<file path="src/rtl/sync_fifo_param.sv">
// Single-clock FIFO with configurable width/depth, threshold flags, sticky error flags
// and optional first-word-fall-through read mode.
module sync_fifo_param #(
   parameter int DATA_W    = 8,
   parameter int ADDR_W    = 4,
   parameter int AFULL_TH  = 12,
   parameter int AEMPTY_TH = 2,
   parameter int FWFT      = 0
) (
   input  logic              clk,
   input  logic              reset,
   input  logic [DATA_W-1:0] data_in,
   input  logic              put,
   input  logic              get,
   input  logic              clr_err,
   output logic [DATA_W-1:0] data_out,
   output logic [ADDR_W:0]   fillcount,
   output logic              empty,
   output logic              full,
   output logic              almost_full,
   output logic              almost_empty,
   output logic              overflow,
   output logic              underflow
);

   localparam int DEPTH = 2 ** ADDR_W;
   localparam logic [ADDR_W:0] DEPTH_C   = (ADDR_W + 1)'(DEPTH);
   localparam logic [ADDR_W:0] AFULL_C   = (ADDR_W + 1)'(AFULL_TH);
   localparam logic [ADDR_W:0] AEMPTY_C  = (ADDR_W + 1)'(AEMPTY_TH);
   localparam logic [ADDR_W:0] CNT_ONE_C = (ADDR_W + 1)'(1);
   localparam logic [ADDR_W-1:0] PTR_ONE_C = ADDR_W'(1);

   generate
      if (ADDR_W < 1 || AFULL_TH < 1 || AFULL_TH > DEPTH ||
          AEMPTY_TH < 0 || AEMPTY_TH > DEPTH - 1) begin : g_param_err
         $error("sync_fifo_param: illegal ADDR_W or threshold parameter");
      end
   endgenerate

   logic [DATA_W-1:0] mem_q [DEPTH];
   logic [ADDR_W-1:0] wr_ptr_q, wr_ptr_d;
   logic [ADDR_W-1:0] rd_ptr_q, rd_ptr_d;
   logic [ADDR_W:0]   fill_q, fill_d;
   logic              empty_q, empty_d;
   logic              full_q, full_d;
   logic              afull_q, afull_d;
   logic              aempty_q, aempty_d;
   logic              ovf_q, ovf_d;
   logic              unf_q, unf_d;
   logic              rd_ok_s;
   logic              wr_ok_s;

   // Accept decisions: a read at full frees the slot for a same-cycle write.
   always_comb begin
      rd_ok_s = get && !empty_q;
      wr_ok_s = put && (!full_q || rd_ok_s);
   end

   // Pointer and occupancy next-state.
   always_comb begin
      wr_ptr_d = wr_ptr_q;
      rd_ptr_d = rd_ptr_q;
      fill_d   = fill_q;
      if (wr_ok_s) begin
         wr_ptr_d = wr_ptr_q + PTR_ONE_C;
      end else begin
         wr_ptr_d = wr_ptr_q;
      end
      if (rd_ok_s) begin
         rd_ptr_d = rd_ptr_q + PTR_ONE_C;
      end else begin
         rd_ptr_d = rd_ptr_q;
      end
      case ({wr_ok_s, rd_ok_s})
         2'b10:   fill_d = fill_q + CNT_ONE_C;
         2'b01:   fill_d = fill_q - CNT_ONE_C;
         default: fill_d = fill_q;
      endcase
   end

   // Status flags are decoded from the next occupancy so they register alongside it.
   always_comb begin
      empty_d  = (fill_d == '0);
      full_d   = (fill_d == DEPTH_C);
      afull_d  = (fill_d >= AFULL_C);
      aempty_d = (fill_d <= AEMPTY_C);
   end

   // Sticky error flags; a new error on the clearing edge wins.
   always_comb begin
      ovf_d = ovf_q;
      unf_d = unf_q;
      if (put && !wr_ok_s) begin
         ovf_d = 1'b1;
      end else if (clr_err) begin
         ovf_d = 1'b0;
      end else begin
         ovf_d = ovf_q;
      end
      if (get && !rd_ok_s) begin
         unf_d = 1'b1;
      end else if (clr_err) begin
         unf_d = 1'b0;
      end else begin
         unf_d = unf_q;
      end
   end

   // Control state registers.
   always_ff @(posedge clk or posedge reset) begin
      if (reset) begin
         wr_ptr_q <= '0;
         rd_ptr_q <= '0;
         fill_q   <= '0;
         empty_q  <= 1'b1;
         full_q   <= 1'b0;
         afull_q  <= 1'b0;
         aempty_q <= 1'b1;
         ovf_q    <= 1'b0;
         unf_q    <= 1'b0;
      end else begin
         wr_ptr_q <= wr_ptr_d;
         rd_ptr_q <= rd_ptr_d;
         fill_q   <= fill_d;
         empty_q  <= empty_d;
         full_q   <= full_d;
         afull_q  <= afull_d;
         aempty_q <= aempty_d;
         ovf_q    <= ovf_d;
         unf_q    <= unf_d;
      end
   end

   // Storage array, deliberately left unreset.
   always_ff @(posedge clk) begin
      if (wr_ok_s) begin
         mem_q[wr_ptr_q] <= data_in;
      end
   end

   generate
      if (FWFT != 0) begin : g_fwft
         // Head entry is presented straight from registered state.
         always_comb begin
            if (empty_q) begin
               data_out = '0;
            end else begin
               data_out = mem_q[rd_ptr_q];
            end
         end
      end else begin : g_std
         logic [DATA_W-1:0] dout_q;

         // Registered read port: updates only on an accepted read.
         always_ff @(posedge clk or posedge reset) begin
            if (reset) begin
               dout_q <= '0;
            end else if (rd_ok_s) begin
               dout_q <= mem_q[rd_ptr_q];
            end else begin
               dout_q <= dout_q;
            end
         end

         assign data_out = dout_q;
      end
   endgenerate

   assign fillcount    = fill_q;
   assign empty        = empty_q;
   assign full         = full_q;
   assign almost_full  = afull_q;
   assign almost_empty = aempty_q;
   assign overflow     = ovf_q;
   assign underflow    = unf_q;

endmodule

</file>
<file path="config.mk">
export PLATFORM = sky130hd
export DESIGN_NAME = sync_fifo_param
export DESIGN_NICKNAME = d
export VERILOG_FILES = /design/src/rtl/sync_fifo_param.sv
export SDC_FILE = /design/constraint.sdc
export NUM_CORES = 1
export LEC_CHECK = 0
export ABC_AREA = 1
export BUFFER_PORTS_ARGS = -buffer_cell sky130_fd_sc_hd__buf_4
export CAP_MARGIN = 20
export CORE_ASPECT_RATIO = 0.75
export CORE_MARGIN = 1
export CORE_UTILIZATION = 35
export DETAILED_ROUTE_END_ITERATION = 7
export GPL_TIMING_DRIVEN = 0
export PLACE_DENSITY = 0.47
export SLEW_MARGIN = 20
export SYNTH_ARGS = -nofsm -noshare
export SYNTH_HDL_FRONTEND = slang
export SYNTH_SLANG_ARGS = --single-unit
</file>
<file path="constraint.sdc">
create_clock -name clk -period 2.7 [get_ports clk]
set_clock_uncertainty 0.15 [all_clocks]
set_input_delay 0.54 -clock clk [delete_from_list [all_inputs] [get_ports clk]]
set_output_delay 0.54 -clock clk [all_outputs]
set_load 0.1 [all_outputs]
</file>
# --- Yosys cells after proc, flatten, opt, wreduce, memory -nomap -nowiden ---
# Memories as Yosys holds them, arrays and structs flattened. A register that Yosys moved wholly into a read port is not among the register bits.
# Cells that the tools add are included.
totals:
  wordCells: 37
  out_inout_bits: 19
  mem_bits_rw: 128
  register_bits: 19
  in_bits: 13
  n_memories: 1
mem_list:
  columns: ["memory", "depth", "width", "read_ports", "rd_ports_with_merged_regs", "wr", "line_no", "text"]
  rows:
  - ["mem_q", 16, 8, 1, 1, 1, "40", "logic [DATA_W-1:0] mem_q [DEPTH];"]
classes:
  eq_ne: 3
  muxes: 6
  add_sub_neg: 4
  magnitude_cmp: 2
  n_reduce_logical: 12
op_table:
  columns: ["cell", "count"]
  rows:
  - ["one-hot mux 5 bit (2 select lines)", 1]
  - ["adder 4 x 1 -> 4 bit (second input constant)", 2]
  - ["adder 5 x 1 -> 5 bit (second input constant)", 1]
  - ["equality test 5 bit (second input constant)", 1]
  - [">= comparator 5 x 4 -> 1 bit (second input constant)", 1]
  - ["<= comparator 5 x 2 -> 1 bit (second input constant)", 1]
  - ["zero test 5 bit", 1]
  - ["two-way mux 1 bit", 5]
  - ["subtractor 5 x 1 -> 5 bit (second input constant)", 1]
  - ["logical AND 1 bit", 4]
  - ["zero test 1 bit", 4]
  - ["nonzero test 2 bit", 2]
  - ["equality test 2 x 1 -> 1 bit (second input constant)", 1]
  - ["equality test 2 bit (second input constant)", 1]
  - ["logical OR 1 bit", 1]

# --- Depth between registers and ports, before layout ---
logic_depth:
  word_depth: 7
  mapped_depth: 16
  ltp_nobuf: 16

# --- Worst setup path before layout ---
# Ideal clock, no wire load.
synth_timing:
  path_kind: "register -> register"
  from: "register full_q (netlist: full)"
  to: "register empty_q (netlist: empty)"
  n_path_buf: 0
  synth_period_minus_slack_ns: 2.944
  stages_incl_launch_ff: 15
  t_arrival_ns: 2.726
  required_time_ns: 2.482
  setup_time_ns: 0.068
  slack_ns: -0.244
  path_cell_list: "dfrtp_1 > inv_1 > o21ai_2 > ha_1 > nand2_1 > inv_2 > nor2_1 > ha_1 > a21oi_1 > nor2_4 > nand3_1 > nand3_2 > nand2_2 > nand2_2 > nor2_1"
synth_between:
  elab_chain_cells: 6
  word_cells_on_any_way: 7
synth_lines:
  columns: ["item", "line_no", "text"]
  rows:
  - ["start: declaration", "45", "logic full_q, full_d;"]
  - ["start signal: assignment", "126", "full_q <= full_d;"]
  - ["zero test 1 bit (*)", "56", "wr_ok_s = put && (!full_q || rd_ok_s);"]
  - ["logical OR 1 bit (*)", "56", null]
  - ["logical AND 1 bit (*)", "56", null]
  - ["equality test 2 x 1 -> 1 bit / equality test 2 bit (equally long branches)", "74", "case ({wr_ok_s, rd_ok_s})"]
  - ["one-hot mux 5 bit (2 select lines) (*)", "74", null]
  - ["net fill_d[4]", "43", "logic [ADDR_W:0] fill_q, fill_d;"]
  - ["zero test 5 bit (*)", "83", "empty_d = (fill_d == '0);"]
  - ["net empty_d", "44", "logic empty_q, empty_d;"]
  - ["end signal: assignment", "125", "empty_q <= empty_d;"]
  - ["end: declaration", "44", null]
# Mark *: on every way through the listed nets, which the timed path passes. The rest lies on a longest branch.
# A chain may end at the register's enable or synchronous reset.

# --- Worst setup path in the final report ---
layout_timing:
  from: "register empty_q (netlist: empty)"
  to: "register empty_q (netlist: empty)"
layout_between:
  elab_chain_cells: 7
  word_cells_on_any_way: 8
layout_lines:
  columns: ["item", "line_no", "text"]
  rows:
  - ["zero test 1 bit (*)", "55", "rd_ok_s = get && !empty_q;"]
  - ["logical AND 1 bit (*)", "55", null]
  - ["logical OR 1 bit", "56", null]
  - ["logical AND 1 bit", "56", null]
  - ["equality test 2 x 1 -> 1 bit / equality test 2 bit (equally long branches)", "74", null]
  - ["one-hot mux 5 bit (2 select lines) (*)", "74", null]
  - ["net fill_d[2]", "43", null]
  - ["zero test 5 bit (*)", "83", null]
  - ["net empty_d", "44", null]
# Marked as above.

==> flow_summary.toml <==
[synth]
synth_seq_cells = 155
synth_top_cell_area_share = 0.587
synth_area_leader_cell = "edfxtp_1"
synth_cells = 582
ys.flop_type = "edfxtp_1"
number_of_distinct_standard_cells_referenced_by_the_synthesized_netlist = 30
netlist_area_um2 = 6550
top_area_cells_in_the_synthesized_netlist = "edfxtp_1, dfrtp_1, nand2_1"
ys_seq_area_frac = 0.690
synth.yosys.warnings = 0
postSynthNetCount = 603
synth-edff-count = 128
avgSynthCellArea_um2 = 11.3
synth_async_sr_flop_share = 0.174

[floorplanning]
dieArea_um2 = 19300
core_region_um2 = 18000
boundaryPins = 32
floorplan.die.width_um = 160
rows = 42
die-height_um = 120
effective_utilization_at_floorplan = 0.364

[routing]
drcViolationCount = 0
drt_first_pass_iters = 5
detail_route.wl_per_cell_um = 19.6
vias_per_cell = 4.99
routed_wl_mm = 17.4
final_antenna_net_count = 0
dr_total_vias = 4432
dr.first_iter.drc_count = 496

[sta]
max-slew-margin-rel = 0.357
period_minus_slack_ps = 2590
finalSetupViolCount = 0
grt_setup_unrepaired = "true"
layout_worst_path_cycle_share = 0.960
timing.final.max_slew_violations = 0
fmax_mhz = 386
fin_worst_hold_slack_ps = 55.9
setup_ws_ps = 108
report.final.hold_viol_count = 0
tightestPinTransition_ps = 961

[layout]
final_common_cell = "nand2_1"
utilization = 0.433
diodes = 0
share_of_final_layout_standard_cells_stronger_than_drive_strength_1 = 0.187
most-common-layout-cells = "nand2_1, edfxtp_1, nand3_1"
design.final.nets = 655
fillCellCount = 1697
syn2layout_area_growth_pct = 18.8

[cts]
tritoncts_clock_tree = "built"
clock_latency_ps = 430
cts_inserted_buffers = 17
cts_buffer_depth = 2
cts.htree.levels = 4
cts_hold_buffers = 0
worst_setup_hold_path_clk_slew_ps = 60
numClockSinks = 155
clock_tree.root_cell = "clkbuf_16"

[power]
total_switching_power_mw = 4.27
power_internal_mw = 5.52
post-layout-total-power_mw = 9.79
comb_power_share = 0.426
cellLeakagePower_nw = 3.03
clock_power_share = 0.246
power.share.sequential = 0.328
irDropWorstVdd_mv = 0.580
pwr_per_cell_area_nw_per_um2 = 1260
sw_frac_of_total = 0.436

[setup_path]
worst_setup_path_end_kind = "flip-flop"
crit_fanout = 6
cp_data_arrival_time_ps = 2800
timing_worst_setup_path_type = "flip-flop to flip-flop"
critical_path_launch_point_type = "flip-flop"
worst_ep_required_time_ps = 2910

[global_route]
grtUsageTotal = 0.193
first_global_vias = 4145
grt_start_max_net_pins = 28
grt_first_pass_wirelength_mm = 26.4
grt_remaining_overflow = 0
number_of_antenna_violations_at_the_first_check_in_global_routing = 0

[worst_hold_path]
holdCritPathClass = "input pin to asynchronous set/reset pin"

[placed_design]
dp.final_hpwl_mm = 12.0
gp_routability_congestion = 0.844
place.port_buffers = 31
post-place-ws_ps = -359

[job]
maxCapViolations = 0

[run_status]
result_of_the_run = "finished, final reports clean"
cell families (layout without fill, tap and decap cells):
logic type | Yosys count | in the layout | share of synthesized area
AOI/OAI and AO/OA | 56 | 56 | 0.0460
xor gates and xnor gates | 7 | 7 | 0.00936
adders and majority gates | 8 | 8 | 0.0153
buffers and inverters | 53 | 118 | 0.0416
DFF | 155 | 155 | 0.690
and+or+nand+nor | 303 | 303 | 0.197
power by group through the flow:
stage / Clock (mW) / Sequential (mW) / Combinational (mW)
4_1_cts: 2.44 / 3.21 / 4.08
3_5_place_dp: 0 / 3.25 / 4.06
5_1_grt: 2.55 / 3.25 / 4.54
3_3_place_gp: 0 / 3.25 / 4.04
6_report: 2.41 / 3.21 / 4.17
2_1_floorplan: 0 / 4.10 / 1.99
metal layers:
layer / track usage / share of wire / vias up
met1: 0.305 / 0.52 / 2171
met5: 0 / 0 / -
met2: 0.248 / 0.40 / 144
met3: 0.0539 / 0.070 / 11
met4: 0.0613 / 0.0095 / 0
li1: - / - / 2106
stage by stage:
stage                     cell area (µm²)  std cells  TNS [ps]
after floorplan                      6560        582         0
after global placement               7100        855     -4160
after detailed placement             7100        855     -4240
after CTS                            7730        887         0
after global routing                 7780        889     -36.1
final                                7780        889         0
sequential cells by signal (all words and copies together), names as in the netlist:
name	cells
almost_empty	1
almost_full	1
data_out	8
empty	1
fillcount	5
full	1
mem_q	128
overflow	1
rd_ptr_q	4
underflow	1
wr_ptr_q	4
repair_timing:
action	in CTS	in global routing
pin swaps	1	3
gates resized for setup	4	12
setup endpoints to repair	4	19
buffers inserted	0	2
cell usage after synthesis, types with 8 or more instances:
library cell  instances
a21oi_1              20
nand3_1              73
o21ai_0              13
ha_1                  8
o21ai_1              12
buf_4                 9
edfxtp_1            128
dfrtp_1              25
inv_1                22
nand2_1             164
nor2_1               49
nand2_2               9
worst max-delay path, stage by stage, from the launching register on:
cell and delay, ps:
dfstp_4 640, nor2_4 70, o21ai_4 270, ha_4 200
nand2_1 70, inv_2 60, nor2_1 50, ha_1 200
a21oi_2 170, nand2_1 90, nand3_2 100, nand2_4 80
nor2_2 130, nand3_2 120, nor2_2 120
worst paths after layout:
check / startpoint / end / slack (ps) / cells after the start
setup / recovery: empty / empty / 110 / 14
setup reg to reg: empty / empty / 110 / 14
hold reg to reg: data_out[7] / data_out[7] / 340 / 2
hold / removal: reset / data_out[7] / 60 / 2
max in group asynchronous: reset / full / 1890 / 2
min in group clk: clr_err / underflow / 160 / 2
cell type report:
type | count | area, µm² | area share
clock inverter | 7 | 45.0 | 0.00579
clock buffer | 25 | 561 | 0.0720
sequential | 155 | 4530 | 0.582
timing repair buffer | 33 | 248 | 0.0318
inverter | 29 | 110 | 0.0141
buffer | 24 | 170 | 0.0219
tap | 242 | 303 | 0.0389
multi-input combinational | 374 | 1820 | 0.234
(Power assumes the default switching activity.)
